<file path="config.mk">
export PLATFORM = sky130hd
export DESIGN_NAME = regfile_scoreboard_flat
export DESIGN_NICKNAME = d
export VERILOG_FILES = /design/src/rtl/regfile_scoreboard_if.sv /design/src/rtl/regfile_scoreboard.sv /design/src/flat_wrapper.sv
export SDC_FILE = /design/constraint.sdc
export NUM_CORES = 1
export LEC_CHECK = 0
export ABC_AREA = 1
export CORE_UTILIZATION = 61
export CTS_BUF_LIST = sky130_fd_sc_hd__clkbuf_16
export CTS_CLUSTER_DIAMETER = 40
export DETAILED_ROUTE_END_ITERATION = 6
export GPL_TIMING_DRIVEN = 1
export PLACE_DENSITY = 0.82
export RECOVER_POWER = 25
export SLEW_MARGIN = 15
export SYNTH_ARGS = -nofsm -noshare
export SYNTH_HDL_FRONTEND = slang
export SYNTH_SLANG_ARGS = --single-unit
</file>
<file path="constraint.sdc">
create_clock -name clk -period 6.1 [get_ports clk]
set_input_delay 1.22 -clock clk [delete_from_list [all_inputs] [get_ports clk]]
set_output_delay 1.22 -clock clk [all_outputs]
set_load 0.005 [all_outputs]
</file>
<file path="src/rtl/regfile_scoreboard_if.sv">
// Register file / scoreboard bus.
// Groups the writeback, decode-read and issue signals of regfile_scoreboard.
//   master: decode/writeback side. It drives the write, read-address and issue
//           fields and receives the read data, hazard flags and pending count.
//   slave : the register file itself.
interface regfile_scoreboard_if #(
  parameter int unsigned DATA_W = 8,
  parameter int unsigned ADDR_W = 4
);
  logic              reg_write_en;
  logic [ADDR_W-1:0] reg_write_dest;
  logic [DATA_W-1:0] reg_write_data;
  logic [ADDR_W-1:0] reg_read_addr_1;
  logic [DATA_W-1:0] reg_read_data_1;
  logic [ADDR_W-1:0] reg_read_addr_2;
  logic [DATA_W-1:0] reg_read_data_2;
  logic              issue_en;
  logic [ADDR_W-1:0] issue_dest;
  logic              hazard_1;
  logic              hazard_2;
  logic [ADDR_W:0]   pending_cnt;

  modport master (
    output reg_write_en, reg_write_dest, reg_write_data,
    output reg_read_addr_1, reg_read_addr_2,
    output issue_en, issue_dest,
    input  reg_read_data_1, reg_read_data_2,
    input  hazard_1, hazard_2, pending_cnt
  );

  modport slave (
    input  reg_write_en, reg_write_dest, reg_write_data,
    input  reg_read_addr_1, reg_read_addr_2,
    input  issue_en, issue_dest,
    output reg_read_data_1, reg_read_data_2,
    output hazard_1, hazard_2, pending_cnt
  );
endinterface

</file>
<file path="src/rtl/regfile_scoreboard.sv">
// Register file for the pipelined MIPS datapath.
// It has two read ports and one write port. It adds an optional hardwired-zero
// register r0, write-to-read bypass, and a per-register pending scoreboard that
// drives the hazard flags for the stall logic.
// Ports:
//   clk  rising-edge clock
//   rst  asynchronous active-high reset. It clears the storage and the pending bits.
//   bus  slave modport of regfile_scoreboard_if:
//        - write: reg_write_en, reg_write_dest, reg_write_data
//        - reads: reg_read_addr_1/2 in; reg_read_data_1/2 out, with zero latency
//        - issue: issue_en, issue_dest
//        - hazard_1/2: combinational
//        - pending_cnt: popcount of the pending bits
module regfile_scoreboard #(
  parameter int unsigned DATA_W   = 8,
  parameter int unsigned ADDR_W   = 4,
  parameter int unsigned ZERO_REG = 1,
  parameter int unsigned BYPASS   = 1
) (
  input logic                  clk,
  input logic                  rst,
  regfile_scoreboard_if.slave  bus
);

  localparam int unsigned DEPTH = 1 << ADDR_W;
  localparam int unsigned CNT_W = ADDR_W + 1;

  logic [DATA_W-1:0] mem_q [DEPTH];
  logic [DEPTH-1:0]  pending_q;
  logic [DEPTH-1:0]  pending_d;
  logic [CNT_W-1:0]  cnt_q;
  logic [CNT_W-1:0]  cnt_d;

  logic write_ok;
  logic issue_ok;
  logic byp_1;
  logic byp_2;

  // A write or issue to r0 is dropped when r0 is hardwired to zero.
  always_comb begin
    write_ok = bus.reg_write_en;
    issue_ok = bus.issue_en;
    if (ZERO_REG != 0 && bus.reg_write_dest == '0) write_ok = 1'b0;
    if (ZERO_REG != 0 && bus.issue_dest == '0)     issue_ok = 1'b0;
  end

  // Next pending state. The issue is applied after the writeback clear, so a
  // new producer supersedes the writeback to the same register.
  always_comb begin
    pending_d = pending_q;
    if (bus.reg_write_en) pending_d[bus.reg_write_dest] = 1'b0;
    if (issue_ok)         pending_d[bus.issue_dest]     = 1'b1;
    cnt_d = '0;
    for (int i = 0; i < int'(DEPTH); i++) begin
      cnt_d = cnt_d + CNT_W'(pending_d[i]);
    end
  end

  // Storage, pending bits and the registered pending count.
  // cnt_q always equals popcount(pending_q).
  always_ff @(posedge clk or posedge rst) begin
    if (rst) begin
      mem_q     <= '{default: '0};
      pending_q <= '0;
      cnt_q     <= '0;
    end else begin
      if (write_ok) mem_q[bus.reg_write_dest] <= bus.reg_write_data;
      pending_q <= pending_d;
      cnt_q     <= cnt_d;
    end
  end

  // Same-cycle writeback matches on each read port.
  always_comb begin
    byp_1 = (BYPASS != 0) && bus.reg_write_en && (bus.reg_write_dest == bus.reg_read_addr_1);
    byp_2 = (BYPASS != 0) && bus.reg_write_en && (bus.reg_write_dest == bus.reg_read_addr_2);
  end

  // Read ports. The hardwired zero takes priority over bypass, and bypass over storage.
  always_comb begin
    bus.reg_read_data_1 = mem_q[bus.reg_read_addr_1];
    bus.reg_read_data_2 = mem_q[bus.reg_read_addr_2];
    if (byp_1) bus.reg_read_data_1 = bus.reg_write_data;
    if (byp_2) bus.reg_read_data_2 = bus.reg_write_data;
    if (ZERO_REG != 0 && bus.reg_read_addr_1 == '0) bus.reg_read_data_1 = '0;
    if (ZERO_REG != 0 && bus.reg_read_addr_2 == '0) bus.reg_read_data_2 = '0;
  end

  // Hazard: the source is pending and cannot be forwarded in this cycle.
  always_comb begin
    bus.hazard_1 = pending_q[bus.reg_read_addr_1] & ~byp_1;
    bus.hazard_2 = pending_q[bus.reg_read_addr_2] & ~byp_2;
  end

  assign bus.pending_cnt = cnt_q;

endmodule

</file>
<file path="src/flat_wrapper.sv">
// flat-port wrapper written by rule: the top's interface ports become plain ports
module regfile_scoreboard_flat 
#(
  parameter int unsigned DATA_W   = 8,
  parameter int unsigned ADDR_W   = 4,
  parameter int unsigned ZERO_REG = 1,
  parameter int unsigned BYPASS   = 1
)
  (clk, rst, bus_reg_write_en, bus_reg_write_dest, bus_reg_write_data, bus_reg_read_addr_1, bus_reg_read_addr_2, bus_issue_en, bus_issue_dest, bus_reg_read_data_1, bus_reg_read_data_2, bus_hazard_1, bus_hazard_2, bus_pending_cnt);
  regfile_scoreboard_if #(.DATA_W(DATA_W), .ADDR_W(ADDR_W)) bus_i ();
  input logic clk;
  input logic rst;
  input wire logic [$bits(bus_i.reg_write_en)-1:0] bus_reg_write_en;
  input wire logic [$bits(bus_i.reg_write_dest)-1:0] bus_reg_write_dest;
  input wire logic [$bits(bus_i.reg_write_data)-1:0] bus_reg_write_data;
  input wire logic [$bits(bus_i.reg_read_addr_1)-1:0] bus_reg_read_addr_1;
  input wire logic [$bits(bus_i.reg_read_addr_2)-1:0] bus_reg_read_addr_2;
  input wire logic [$bits(bus_i.issue_en)-1:0] bus_issue_en;
  input wire logic [$bits(bus_i.issue_dest)-1:0] bus_issue_dest;
  output wire logic [$bits(bus_i.reg_read_data_1)-1:0] bus_reg_read_data_1;
  output wire logic [$bits(bus_i.reg_read_data_2)-1:0] bus_reg_read_data_2;
  output wire logic [$bits(bus_i.hazard_1)-1:0] bus_hazard_1;
  output wire logic [$bits(bus_i.hazard_2)-1:0] bus_hazard_2;
  output wire logic [$bits(bus_i.pending_cnt)-1:0] bus_pending_cnt;
  assign bus_i.reg_write_en = bus_reg_write_en;
  assign bus_i.reg_write_dest = bus_reg_write_dest;
  assign bus_i.reg_write_data = bus_reg_write_data;
  assign bus_i.reg_read_addr_1 = bus_reg_read_addr_1;
  assign bus_i.reg_read_addr_2 = bus_reg_read_addr_2;
  assign bus_i.issue_en = bus_issue_en;
  assign bus_i.issue_dest = bus_issue_dest;
  assign bus_reg_read_data_1 = bus_i.reg_read_data_1;
  assign bus_reg_read_data_2 = bus_i.reg_read_data_2;
  assign bus_hazard_1 = bus_i.hazard_1;
  assign bus_hazard_2 = bus_i.hazard_2;
  assign bus_pending_cnt = bus_i.pending_cnt;
  regfile_scoreboard #(.DATA_W(DATA_W), .ADDR_W(ADDR_W), .ZERO_REG(ZERO_REG), .BYPASS(BYPASS)) u_core (.clk(clk), .rst(rst), .bus(bus_i));
endmodule
</file>
=== Yosys cells after proc, flatten, opt, wreduce, memory -nomap -nowiden ===
Index checks and enable logic that the tools add are counted.

* Divide/modulo/power cells: 0
* $mul: 0
* Magnitude comparators: 10
* Add/subtract/negate cells: 15
* Shift operators: 0
* Equal/unequal tests: 2
* Reductions and logical operators: 9
* Bitwise logic cells: 10
* Multiplexer cells: 25

{| class="wikitable"
|+ Operators with widths
! cell !! count
|-
| 128-bit bitwise mux || 1
|-
| 8-bit 2-to-1 mux || 9
|-
| 5-bit by 1-bit adder with 5-bit output || 14
|-
| 8-bit binary-select mux with 4-bit select || 2
|-
| 8-bit demux with 4-bit select || 1
|-
| 16-bit 2-to-1 mux || 2
|-
| 4-bit by 5-bit < comparator with 1-bit output, second input constant || 4
|-
| 16-bit AND || 1
|-
| 4-bit zero test || 4
|-
| 16-bit NOT || 1
|-
| 16-bit OR || 1
|-
| 5-bit >= comparator, second input constant || 3
|-
| 4-bit NOT with 5-bit output || 3
|-
| 1-bit binary-select mux with 4-bit select || 2
|-
| 1-bit demux with 4-bit select || 2
|-
| 4-bit equality test || 2
|-
| 4-bit by 1-bit >= comparator with 1-bit output, second input constant || 2
|-
| 1-bit 2-to-1 mux || 6
|-
| 1-bit logical AND || 5
|-
| 5-bit by 1-bit < comparator with 1-bit output, second input constant || 1
|-
| 1-bit by 1-bit adder with 2-bit output || 1
|-
| 1-bit AND || 2
|-
| 1-bit NOT || 2
|}

* Logic and storage cells: 89
* Bits in latches: 0
* Register bits after elaboration: 149
* ROM bits: 0
* Memories: 0
* Bits of input ports: 28
* RAM bits: 0
* Output and inout bits: 23

=== Logic depth before layout (Yosys ltp) ===
Gate-level depths: netlist (run 1).

* Word-level depth: 24
* Mapped depth: 19
* Depth with buffers taken out: 17

=== Worst setup path before layout (run 1) ===
OpenSTA, ideal clock, no wires.

* Path type: input to register
* Start: in bus_reg_write_dest[3]
* End: reg u_core.cnt_q[2] (netlist: u_core.bus.pending_cnt[2])
* Slack: 0.512 ns
* Setup time: 0.124 ns
* Path buffers: 2
* Data required time: 5.976 ns
* Stages on the path: 16
* Arrival: 5.464 ns
* Path through: buf_4 nor2_1 inv_1 nor2_1 buf_2 o22ai_1 ha_1 inv_1 fa_1 fa_1 fa_1 inv_1 fa_1 fa_1 fa_1 xor2_1

* Longest elaborated chain between the ends: 24
* Elaborated cells on any way between the ends: 25
* Those cells by class: add/sub (15); order compare (2); mux (4); bitwise (3); reduce/logical (1)

{| class="wikitable"
|+ Ends and longest elaborated chain
! element !! RTL line !! text
|-
| start, declared || flat_wrapper.sv:14 || <nowiki>input wire logic [$bits(bus_i.reg_write_dest)-1:0] bus_reg_write_dest;</nowiki>
|-
| 4-bit by 5-bit < comparator with 1-bit output (implied by the code) / 4-bit by 1-bit >= comparator with 1-bit output (equally long branches) || regfile_scoreboard.sv:51 || <nowiki>if (bus.reg_write_en) pending_d[bus.reg_write_dest] = 1'b0;</nowiki>
|-
| 1-bit logical AND (implied by the code) || regfile_scoreboard.sv:51 ||
|-
| 1-bit 2-to-1 mux (implied by the code) || regfile_scoreboard.sv:51 ||
|-
| 1-bit demux with 4-bit select * || - ||
|-
| 16-bit NOT (no source line) * || - ||
|-
| 16-bit AND (no source line) * || - ||
|-
| 16-bit 2-to-1 mux * || regfile_scoreboard.sv:51 ||
|-
| 16-bit OR (no source line) || - ||
|-
| 16-bit 2-to-1 mux * || regfile_scoreboard.sv:52 || <nowiki>if (issue_ok) pending_d[bus.issue_dest] = 1'b1;</nowiki>
|-
| net u_core.pending_d[1] || regfile_scoreboard.sv:30 || <nowiki>logic [DEPTH-1:0] pending_d;</nowiki>
|-
| 1-bit by 1-bit adder with 2-bit output * || regfile_scoreboard.sv:55 || <nowiki>cnt_d = cnt_d + CNT_W'(pending_d[i]);</nowiki>
|-
| 5-bit by 1-bit adder with 5-bit output * (14 in series) || regfile_scoreboard.sv:55 ||
|-
| net u_core.cnt_d[2] || regfile_scoreboard.sv:32 || <nowiki>logic [CNT_W-1:0] cnt_d;</nowiki>
|-
| end signal, assigned || regfile_scoreboard.sv:69 || <nowiki>cnt_q <= cnt_d;</nowiki>
|-
| end, declared || regfile_scoreboard.sv:31 || <nowiki>logic [CNT_W-1:0] cnt_q;</nowiki>
|}

Mark *: on every way through the listed nets, which the timed path passes. The rest lies on a longest branch.
A chain may end at the register's enable or synchronous reset.

=== Final worst setup path (run 1) ===
* Start: in bus_reg_write_dest[1]
* End: reg u_core.cnt_q[2] (netlist: u_core.bus.pending_cnt[2])

The elaborated chain is that of the path after synthesis.

==> impl_metrics.yaml, run 1 <==
status:
  status: "finished, violations left"
  violations: "DRC, capacitance limit, slew limit"
pwr:
  peakVddDrop_mv: 0.526
  intPower_mw: 2.36
  total_power_mw: 3.61
  combPwrFrac_pct: 33.1
  switching_share_pct: 34.6
  powerDensity_nw_per_um2: 349
  p_seq_share_pct: 36.3
  p_clk_share_pct: 30.6
  total_leakage_power_nw: 5.24
  switchingPower_mw: 1.25
synth:
  async_flop_share_pct: 100
  synth.cell_area_sq_um: 9190
  ys_ff_latch: 149
  seq_area_frac_synth_pct: 40.6
  syn_area_per_cell_sq_um: 6.62
  syn_nets: 1432
  synth_edf_count: 0
  synthFlopType: "dfrtp_1"
  syn_inst: 1389
  ys_types: 23
  yosysWarnings: 0
run:
  maxCapViolations: 1
worst_setup_path:
  cp_max_fo: 5
  critPathBufInv: 4
  r2r_slack_ns: 1.95
  end_kind: "flip-flop"
  cpMostUsedCell: "fa_1"
  slowest_delay_ns: 0.64
  crit_required_ns: 6.42
  crit_type: "in2reg"
  critPathLaunchType: "input port"
  cp_slowest_cell: "dlygate4sd3_1"
  cp.arrival_ns: 5.97
  path_cells: "dlygate4sd3_1 -> inv_1 -> nand3_1 -> nor2_1 -> o22ai_1 -> ha_1 -> inv_1 -> fa_1 -> fa_1 -> fa_1 -> inv_1 -> fa_1 -> fa_1 -> fa_1 -> xor2_1"
  crit_family: "adder cells"
final_layout:
  drive_above_1_share_pct: 4.46
  diodes: 0
  layout_common_cells: "499 x nand2_1, 209 x nand3_1, 162 x inv_1, 149 x dfrtp_1, 129 x o21ai_0"
  layout_commonest_cell: "nand2_1"
  fill_cells: 1232
  area_growth_syn_to_layout_pct: 12.3
  nNetsFinal: 1442
  instances_no_fill: 1596
grt:
  grtUsageMet2_pct: 58.5
  grt_pass1_wl_um: 45000
  grt.total_usage_pct: 37.5
  use_met1_pct: 48.8
  antenna_found_initial: 0
  grt_pass1_vias: 8695
  gr-usage-met3_pct: 7.17
  grt_max_degree: 110
  gr-max-usage-layer: "met2"
  grt_overflow: 0
timing:
  finalClockSkew_ns: 0.00134
  relSlewSlack_pct: -175
  finalSetupTns_ns: 0
  period_minus_slack_ns: 5.65
  worst_pin_slew_ns: 4.12
  hold_violations: 0
  fmax_mhz: 177
  drv_slew: 110
  grt_setup_unrepaired: "no"
  period_share_pct: 92.7
  setup_viol_count_final: 0
cts:
  cts-buffers-inserted: 17
  cts_htree_levels: 4
  cts_setup_buffers: 0
  clk_latency_ns: 0.43
  root_buffer: "clkbuf_16"
  clkTransAtPathRegs_ns: 0.06
  ctsHoldBuffers: 0
  clock-sinks: 149
  tritoncts: "done"
  cts_buffer_depth: 2
  cts_resized: 0
place:
  placedCellCount: 1564
  place_congestion: 0.954
  dpl.hpwl_um: 18200
  io_buffers: 50
floorplanning:
  die_h_um: 125
  die_area_sq_um: 15600
  io_pins: 51
  row_count: 44
  coreArea_sq_um: 14600
  floorplan.initialDensity_pct: 62.8
  die_x_um: 125
route:
  drtAntennaViolNets: 0
  drt_iter0_markers: 1137
  dr_total_vias: 9336
  wl_per_cell_um: 17.5
  drc_errors: 4
  dr.pass1.iters: 7
  via_per_inst: 5.85
  wl_um: 28000
min_path:
  hp-class: "reg2reg"
==> kinds of logic (layout without fill, tap and decap cells) <==
group | count (synthesis) | after routing | share of synthesized area (%)
AND/OR/NAND/NOR | 814 | 814 | 36.2
adder cells (fa/ha/maj) | 15 | 15 | 2.86
AO/OA/AOI/OAI | 157 | 157 | 8.92
buffers and inverters | 250 | 273 | 11.1
XOR/XNOR | 4 | 4 | 0.381
flip-flops | 149 | 149 | 40.6
==> layer usage <==
layer	part of all wire (%)	wire length, um	vias up
met5	0	0	-
met4	5.5	1530	0
met3	11	3160	122
met2	45	12600	635
met1	38	10700	4223
li1	-	-	4356
==> cell type report <==
cell class / count / area (sq um) / area share (%)
Clock inverter: 15 / 188 / 1.82
Multi-Input combinational cell: 990 / 4440 / 43.0
Inverter: 163 / 612 / 5.93
Clock buffer: 17 / 425 / 4.12
Tap cell: 184 / 230 / 2.23
Timing Repair Buffer: 78 / 697 / 6.75
Sequential cell: 149 / 3730 / 36.1
==> sequential cells by signal (all words and copies together), names as in the netlist <==
| signal | cells |
|---|---|
| u_core.mem_q | 128 |
| u_core.pending_q | 16 |
| u_core.bus.pending_cnt | 5 |
==> power by group through the flow <==
stage / clock network (mW) / registers, mW / logic [mW]
final: 1.10 / 1.31 / 1.19
after global routing: 1.15 / 1.33 / 1.37
after CTS: 1.11 / 1.30 / 1.19
after detailed placement: 0 / 1.32 / 1.18
after global placement: 0 / 1.31 / 1.12
after floorplan: 0 / 1.30 / 0.850
==> path summary, 6_finish.rpt <==
kind                                  startpoint                   endpoint  cells past startpoint
hold reg to reg                u_core.mem_q[127]          u_core.mem_q[127]                      0
setup reg to reg             u_core.pending_q[1]  u_core.bus.pending_cnt[2]                     12
min in group asynchronous                    rst  u_core.bus.pending_cnt[4]                      2
hold / removal                 u_core.mem_q[127]          u_core.mem_q[127]                      0
setup / recovery           bus_reg_write_dest[1]  u_core.bus.pending_cnt[2]                     15
max in group asynchronous                    rst           u_core.mem_q[46]                      2
==> per-stage QoR <==
step	cell area [sq um]	utilization, %	hold slack (ns)	setup slack, ns
2_1_floorplan	9190	-	0.429	0.512
3_3_place_gp	9720	66.4	0.366	0.227
3_5_place_dp	9720	66.4	0.368	0.108
4_1_cts	10300	70.6	0.381	0.579
5_1_grt	10300	70.5	0.387	0.218
6_report	10300	70.5	0.382	0.447
==> worst register-to-register path, cell delays in order (launching register included) <==
cell and delay [ns]:
dfrtp_1 0.37, inv_1 0.09, o22ai_1 0.12, ha_1 0.28, inv_1 0.05, fa_1 0.50
fa_1 0.53, fa_1 0.52, inv_1 0.06, fa_1 0.50, fa_1 0.45, fa_1 0.42
xor2_1 0.16
==> Yosys cell counts (all sizes together) (5+ instances only) <==
library cell	instances	area, sq um
nand3	209	1050
fa	10	200
buf	49	259
ha	5	62.6
inv	163	612
nand2	499	1870
o21ai	129	646
a21oi	8	40.0
clkbuf	38	146
dfrtp	149	3730
nor2	105	404
o22ai	14	87.6
(Power assumes the default switching activity.)
==> inputs of run 2 (changes only) <==
Settings changed: ABC_AREA 1 to default, CORE_UTILIZATION 61 to 60, PLACE_DENSITY 0.82 to 0.81, SKIP_CTS_REPAIR_TIMING from default to 1.
==> run 2 against run 1 <==
- the flow finishes with violations (capacitance limit, slew limit)
- power shrank 0.43%
- sequential power grew 7%
- final cell count down 44%
- routed wire length decreased by 17%
- combinational power barely moved
- sequential cell count did not move
- non-clock buffer count fell by 4
- first-iteration DRC count down 60%
- clock-buffer cell count unchanged
- register-to-register slack lost 0.09 ns
- global-route usage is 3.5 points lower
- largest cell class unchanged
==> impl_metrics.yaml, run 2 <==
timing:
  period_share_pct: 92.0
  finalSetupTns_ns: 0
  drv_slew: 115
  finalClockSkew_ns: 0.00331
  worst_pin_slew_ns: 2.45
  period_minus_slack_ns: 5.61
  hold_violations: 0
  relSlewSlack_pct: -63.6
  setup_viol_count_final: 0
  fmax_mhz: 178
  grt_setup_unrepaired: "no"
synth:
  ys_types: 46
  seq_area_frac_synth_pct: 43.5
  syn_nets: 705
  ys_ff_latch: 149
  syn_area_per_cell_sq_um: 13.0
  synth_xor_area_share_pct: 1.02
  synthMostInstantiatedCell: "dfrtp_1"
  syn_inst: 662
  async_flop_share_pct: 100
  synth_top_area_share_pct: 43.5
  synth_adder_area_share_pct: 3.06
  synth_common_cells: "149 x dfrtp_1, 123 x mux2_2, 66 x mux2i_1"
  synthMuxAreaShare_pct: 34.5
  synth_area_leader_cell: "dfrtp_1"
  synth.cell_area_sq_um: 8580
  synthSimpleGateAreaFrac_pct: 5.45
  yosysWarnings: 0
  netlist_top_cells_area: "dfrtp_1 43%, mux2_2 16%, mux4_2 10%, mux2i_1 7.7%, o22ai_1 2.9%"
  synth_edf_count: 0
  synth-compound-area-share_pct: 8.22
  synthFlopType: "dfrtp_1"
  synth_top_family_by_area: "multiplexers"
worst_setup_path:
  critPathLaunchType: "input port"
  end_kind: "flip-flop"
  crit_required_ns: 6.43
  crit_type: "in2reg"
  cp_max_fo: 6
  cp.arrival_ns: 5.94
route:
  m1WireLength_um: 9590
  wl_um: 23300
  wl_met3_um: 1660
  via_per_inst: 6.61
  wl_per_cell_um: 26.1
  drc_errors: 0
  routed-wl-met2_um: 11400
  drt_iter0_markers: 457
  dr.pass1.iters: 5
  drtAntennaViolNets: 0
  routed.top_layer: "met4"
  dr_total_vias: 5900
cts:
  root_buffer: "clkbuf_16"
  tritoncts: "done"
  clk_latency_ns: 0.43
  clock-sinks: 149
  cts_buffer_depth: 2
  clkTransAtPathRegs_ns: 0.06
  cts-buffers-inserted: 17
  cts_htree_levels: 4
pwr:
  powerDensity_nw_per_um2: 368
  p_clk_share_pct: 28.2
  p_seq_share_pct: 38.9
  total_leakage_power_nw: 4.14
  switchingPower_mw: 1.14
  total_power_mw: 3.59
  intPower_mw: 2.45
  peakVddDrop_mv: 0.573
  combPwrFrac_pct: 32.9
  switching_share_pct: 31.7
grt:
  grt.total_usage_pct: 34.1
  grt_max_degree: 115
  grt_pass1_vias: 6196
  grt_pass1_wl_um: 36000
  grt_overflow: 0
  antenna_found_initial: 0
floorplanning:
  floorplan.initialDensity_pct: 61.6
  die_area_sq_um: 14800
  die_h_um: 122
  die_x_um: 122
  io_pins: 51
  row_count: 43
  coreArea_sq_um: 13900
final_layout:
  regMostFlops: "u_core.mem_q"
  diodes: 0
  area_growth_syn_to_layout_pct: 13.7
  nNetsFinal: 742
  layout_common_cells: "149 x dfrtp_1, 123 x mux2_2, 66 x mux2i_1, 43 x clkdlybuf4s50_1"
  largest_reg_flops: 128
  fill_cells: 1008
  layout_commonest_cell: "dfrtp_1"
  drive_above_1_share_pct: 33.0
place:
  io_buffers: 50
  place_congestion: 0.914
  dpl.hpwl_um: 16100
run:
  maxCapViolations: 1
status:
  status: "finished, violations left"
  violations: "capacitance limit, slew limit"
min_path:
  hp-class: "reg2reg"
-- run 2: area by class of cell --
type                            count  area (sq um)  share of cell area, %
Sequential cell                   149          3730                   38.2
Inverter                           24          93.8                  0.962
Timing Repair Buffer               74           657                   6.74
Multi-Input combinational cell    433          4480                   46.0
Clock buffer                       17           425                   4.36
Clock inverter                     15           141                   1.45
Tap cell                          180           225                   2.31
-- run 2: final timing paths --
kind / startpoint / endpoint / slack [ns] / cells after the start
hold / removal: u_core.mem_q[126] / u_core.mem_q[126] / 0.40 / 0
hold reg to reg: u_core.mem_q[126] / u_core.mem_q[126] / 0.40 / 0
max in group asynchronous: rst / u_core.mem_q[8] / 2.61 / 3
min in group asynchronous: rst / u_core.mem_q[102] / 1.99 / 2
setup / recovery: bus_reg_write_en / u_core.bus.pending_cnt[4] / 0.49 / 15
setup reg to reg: u_core.pending_q[0] / u_core.bus.pending_cnt[4] / 1.86 / 12
-- run 2: worst max-delay path, stage by stage --
cell           delay [ns]
dlygate4sd3_1        0.67
nand2b_1             0.12
clkbuf_1             0.25
nor2_1               0.15
nand2_1              0.09
a22oi_1              0.26
fa_1                 0.52
fa_1                 0.54
fa_1                 0.52
inv_1                0.05
fa_1                 0.49
fa_1                 0.44
fa_1                 0.41
a21oi_1              0.16
nor2b_1              0.05
-- run 2: power by group through the flow --
stage	clock network, mW	logic [mW]	registers, mW
final	1.01	1.18	1.40
after CTS	1.02	1.19	1.39
after global placement	0	1.14	1.37
after detailed placement	0	1.18	1.40
after floorplan	0	0.850	1.35
after global routing	1.06	1.31	1.42
-- run 2: cells by family (layout without fill, tap and decap cells) --
kind of cell             count (synthesis)  count (layout)
multiplexers                           230             230
flip-flops                             149             149
AO/OA/AOI/OAI                          104             104
buffers and inverters                   80             130
AND/OR/NAND/NOR                         74              74
adder cells (fa/ha/maj)                 15              15
XOR/XNOR                                10              10
-- run 2: stage by stage --
step | instances | hold slack, ns | setup WS [ns] | area (sq um) | util (%)
after floorplan | 662 | 0.449 | 0.514 | 8580 | -
after global placement | 860 | 0.384 | 0.192 | 9190 | 66.0
after detailed placement | 860 | 0.391 | 0.184 | 9190 | 66.0
after CTS | 892 | 0.404 | 0.627 | 9760 | 70.0
after global routing | 892 | 0.415 | 0.295 | 9750 | 70.0
final | 892 | 0.398 | 0.486 | 9750 | 70.0
-- run 2: per-layer routing --
| layer | track usage (%) | vias to the layer above |
|---|---|---|
| li1 | - | 2578 |
| met1 | 45.9 | 3059 |
| met2 | 53.9 | 224 |
| met3 | 8.57 | 39 |
| met4 | 12.0 | 0 |
| met5 | 0 | - |
==> inputs of run 3 (changes only) <==
Settings changed: ABC_AREA from default to 0, PLACE_DENSITY 0.81 to 0.8.
==> run 3 against run 2 <==
- routed wire length up 2.5%
- cell area increased by 0.67%
- clock skew increased by 0.0030 ns
- utilization rose by 0.47 points
- via count rose by 5.2%
- combinational power about the same
- non-clock buffer count grew 2
- power up 2.7%
- register-to-register slack improved by 0.02 ns
- the run still ends with capacitance limit, slew limit left
- hold slack improved by 0.0054 ns
- sequential share of layout area down 0.25 points
==> impl_metrics.yaml, run 3 (synthesis gave the netlist of run 2 again) <==
worst_setup_path:
  path_cells: "dlygate4sd3_1 -> nor3b_1 -> inv_1 -> o22ai_1 -> ha_1 -> inv_1 -> fa_1 -> fa_1 -> fa_1 -> inv_1 -> fa_1 -> fa_1 -> fa_1 -> a21oi_1 -> nor2b_1"
  crit_type: "in2reg"
  cp_max_fo: 5
  critPathLaunchType: "input port"
  cpMostUsedCell: "fa_1"
  crit_required_ns: 6.41
  cp.arrival_ns: 5.83
  end_kind: "flip-flop"
  crit_family: "adder cells"
  critPathBufInv: 4
  cp_slowest_cell: "dlygate4sd3_1"
  slowest_delay_ns: 0.61
place:
  placed_area_sq_um: 9210
  dpl.hpwl_um: 16300
  placedCellCount: 862
  io_buffers: 50
  place_congestion: 0.898
grt:
  grt_pass1_vias: 6359
  grt.total_usage_pct: 34.4
  antenna_found_initial: 0
  grt_pass1_wl_um: 36800
  grt_max_degree: 109
  grt_overflow: 0
floorplanning:
  coreArea_sq_um: 13900
  io_pins: 51
  die_area_sq_um: 14800
  die_x_um: 122
  floorplan.initialDensity_pct: 61.6
  die_h_um: 122
  row_count: 43
cts:
  tritoncts: "done"
  clk_latency_ns: 0.42
  root_buffer: "clkbuf_16"
  cts_htree_levels: 4
  cts_buffer_depth: 2
  cts-buffers-inserted: 17
  clkTransAtPathRegs_ns: 0.06
  clock-sinks: 149
route:
  dr.pass1.iters: 5
  drtAntennaViolNets: 0
  dr_total_vias: 6206
  drc_errors: 0
  wl_um: 23800
  via_per_inst: 6.95
  wl_per_cell_um: 26.7
  drt_iter0_markers: 563
timing:
  finalClockSkew_ns: 0.00627
  worst_pin_slew_ns: 2.35
  fmax_mhz: 181
  setup_viol_count_final: 0
  period_share_pct: 90.5
  grt_setup_unrepaired: "no"
  finalSetupTns_ns: 0
  hold_violations: 0
  period_minus_slack_ns: 5.52
  relSlewSlack_pct: -57.1
  drv_slew: 109
final_layout:
  final_cell_area_sq_um: 9820
  nNetsFinal: 744
  layout_common_cells: "149 x dfrtp_1, 123 x mux2_2, 66 x mux2i_1, 43 x clkdlybuf4s50_1"
  area_growth_syn_to_layout_pct: 14.4
  instances_no_fill: 893
  diodes: 0
  largest_reg_flops: 128
  drive_above_1_share_pct: 33.7
  layout_commonest_cell: "dfrtp_1"
  regMostFlops: "u_core.mem_q"
status:
  violations: "capacitance limit, slew limit"
  status: "finished, violations left"
pwr:
  powerDensity_nw_per_um2: 376
  total_leakage_power_nw: 4.16
  peakVddDrop_mv: 0.643
min_path:
  hp-class: "reg2reg"
run:
  maxCapViolations: 1
## run 3: cell types whose count changed in the layout (fill, tap and decap cells not counted)
cell / before / now
inv_6: 1 / 0
inv_1: 25 / 24
clkinvlp_4: 4 / 6
clkinv_1: 3 / 1
clkbuf_1: 1 / 0
bufinv_16: 2 / 4
clkinv_4: 3 / 2
buf_4: 23 / 26
## run 3: cell type report
class / count / area, sq um
multi-input cells: 433 / 4480
fillers: 935 / 4120
flip-flops and latches: 149 / 3730
repair buffers: 76 / 676
clock buffers: 17 / 425
well taps: 180 / 225
clock inverters: 14 / 188
inverters: 24 / 93.8
## run 3: worst reg2reg max path: cells and delay by family, from the launching register on
family / cells / cell delay [ns]
compound gates: 2 / 0.43
buf+inv: 2 / 0.13
flops: 1 / 0.38
fa+ha+maj: 7 / 3.09
simple gates: 1 / 0.06
## run 3: final timing paths
path                                              to           startpoint  slack (ns)  depth (start not counted)
min in group asynchronous          u_core.mem_q[119]                  rst        2.02                          2
min reg2reg                        u_core.mem_q[127]    u_core.mem_q[127]        0.40                          0
max reg2reg                u_core.bus.pending_cnt[4]  u_core.pending_q[0]        1.88                         12
min                                u_core.mem_q[127]    u_core.mem_q[127]        0.40                          0
max in group asynchronous           u_core.mem_q[12]                  rst        2.60                          3
max                        u_core.bus.pending_cnt[4]         bus_issue_en        0.58                         15
## run 3: layer usage
metal	track usage, %	vias to the layer above	share of wire [%]
met5	0	-	0
met4	15.4	0	3.1
met3	8.01	57	8.1
met2	52.6	318	48
met1	47.0	3251	41
li1	-	2580	-
## run 3: report_power, final
group	internal, mW	switching [mW]
Combinational	0.642	0.561
Sequential	1.22	0.173
Clock	0.678	0.410
Total	2.54	1.14
## run 3: through the flow
stage                     util, %  hold slack (ns)  power [mW]  setup WS (ns)
after floorplan                 -            0.449        2.20          0.514
after global placement       66.1            0.385        2.51          0.256
after detailed placement     66.1            0.391        2.59          0.197
after CTS                    70.5            0.407        3.69          0.625
after global routing         70.5            0.414        3.87          0.252
final                        70.5            0.403        3.69          0.579
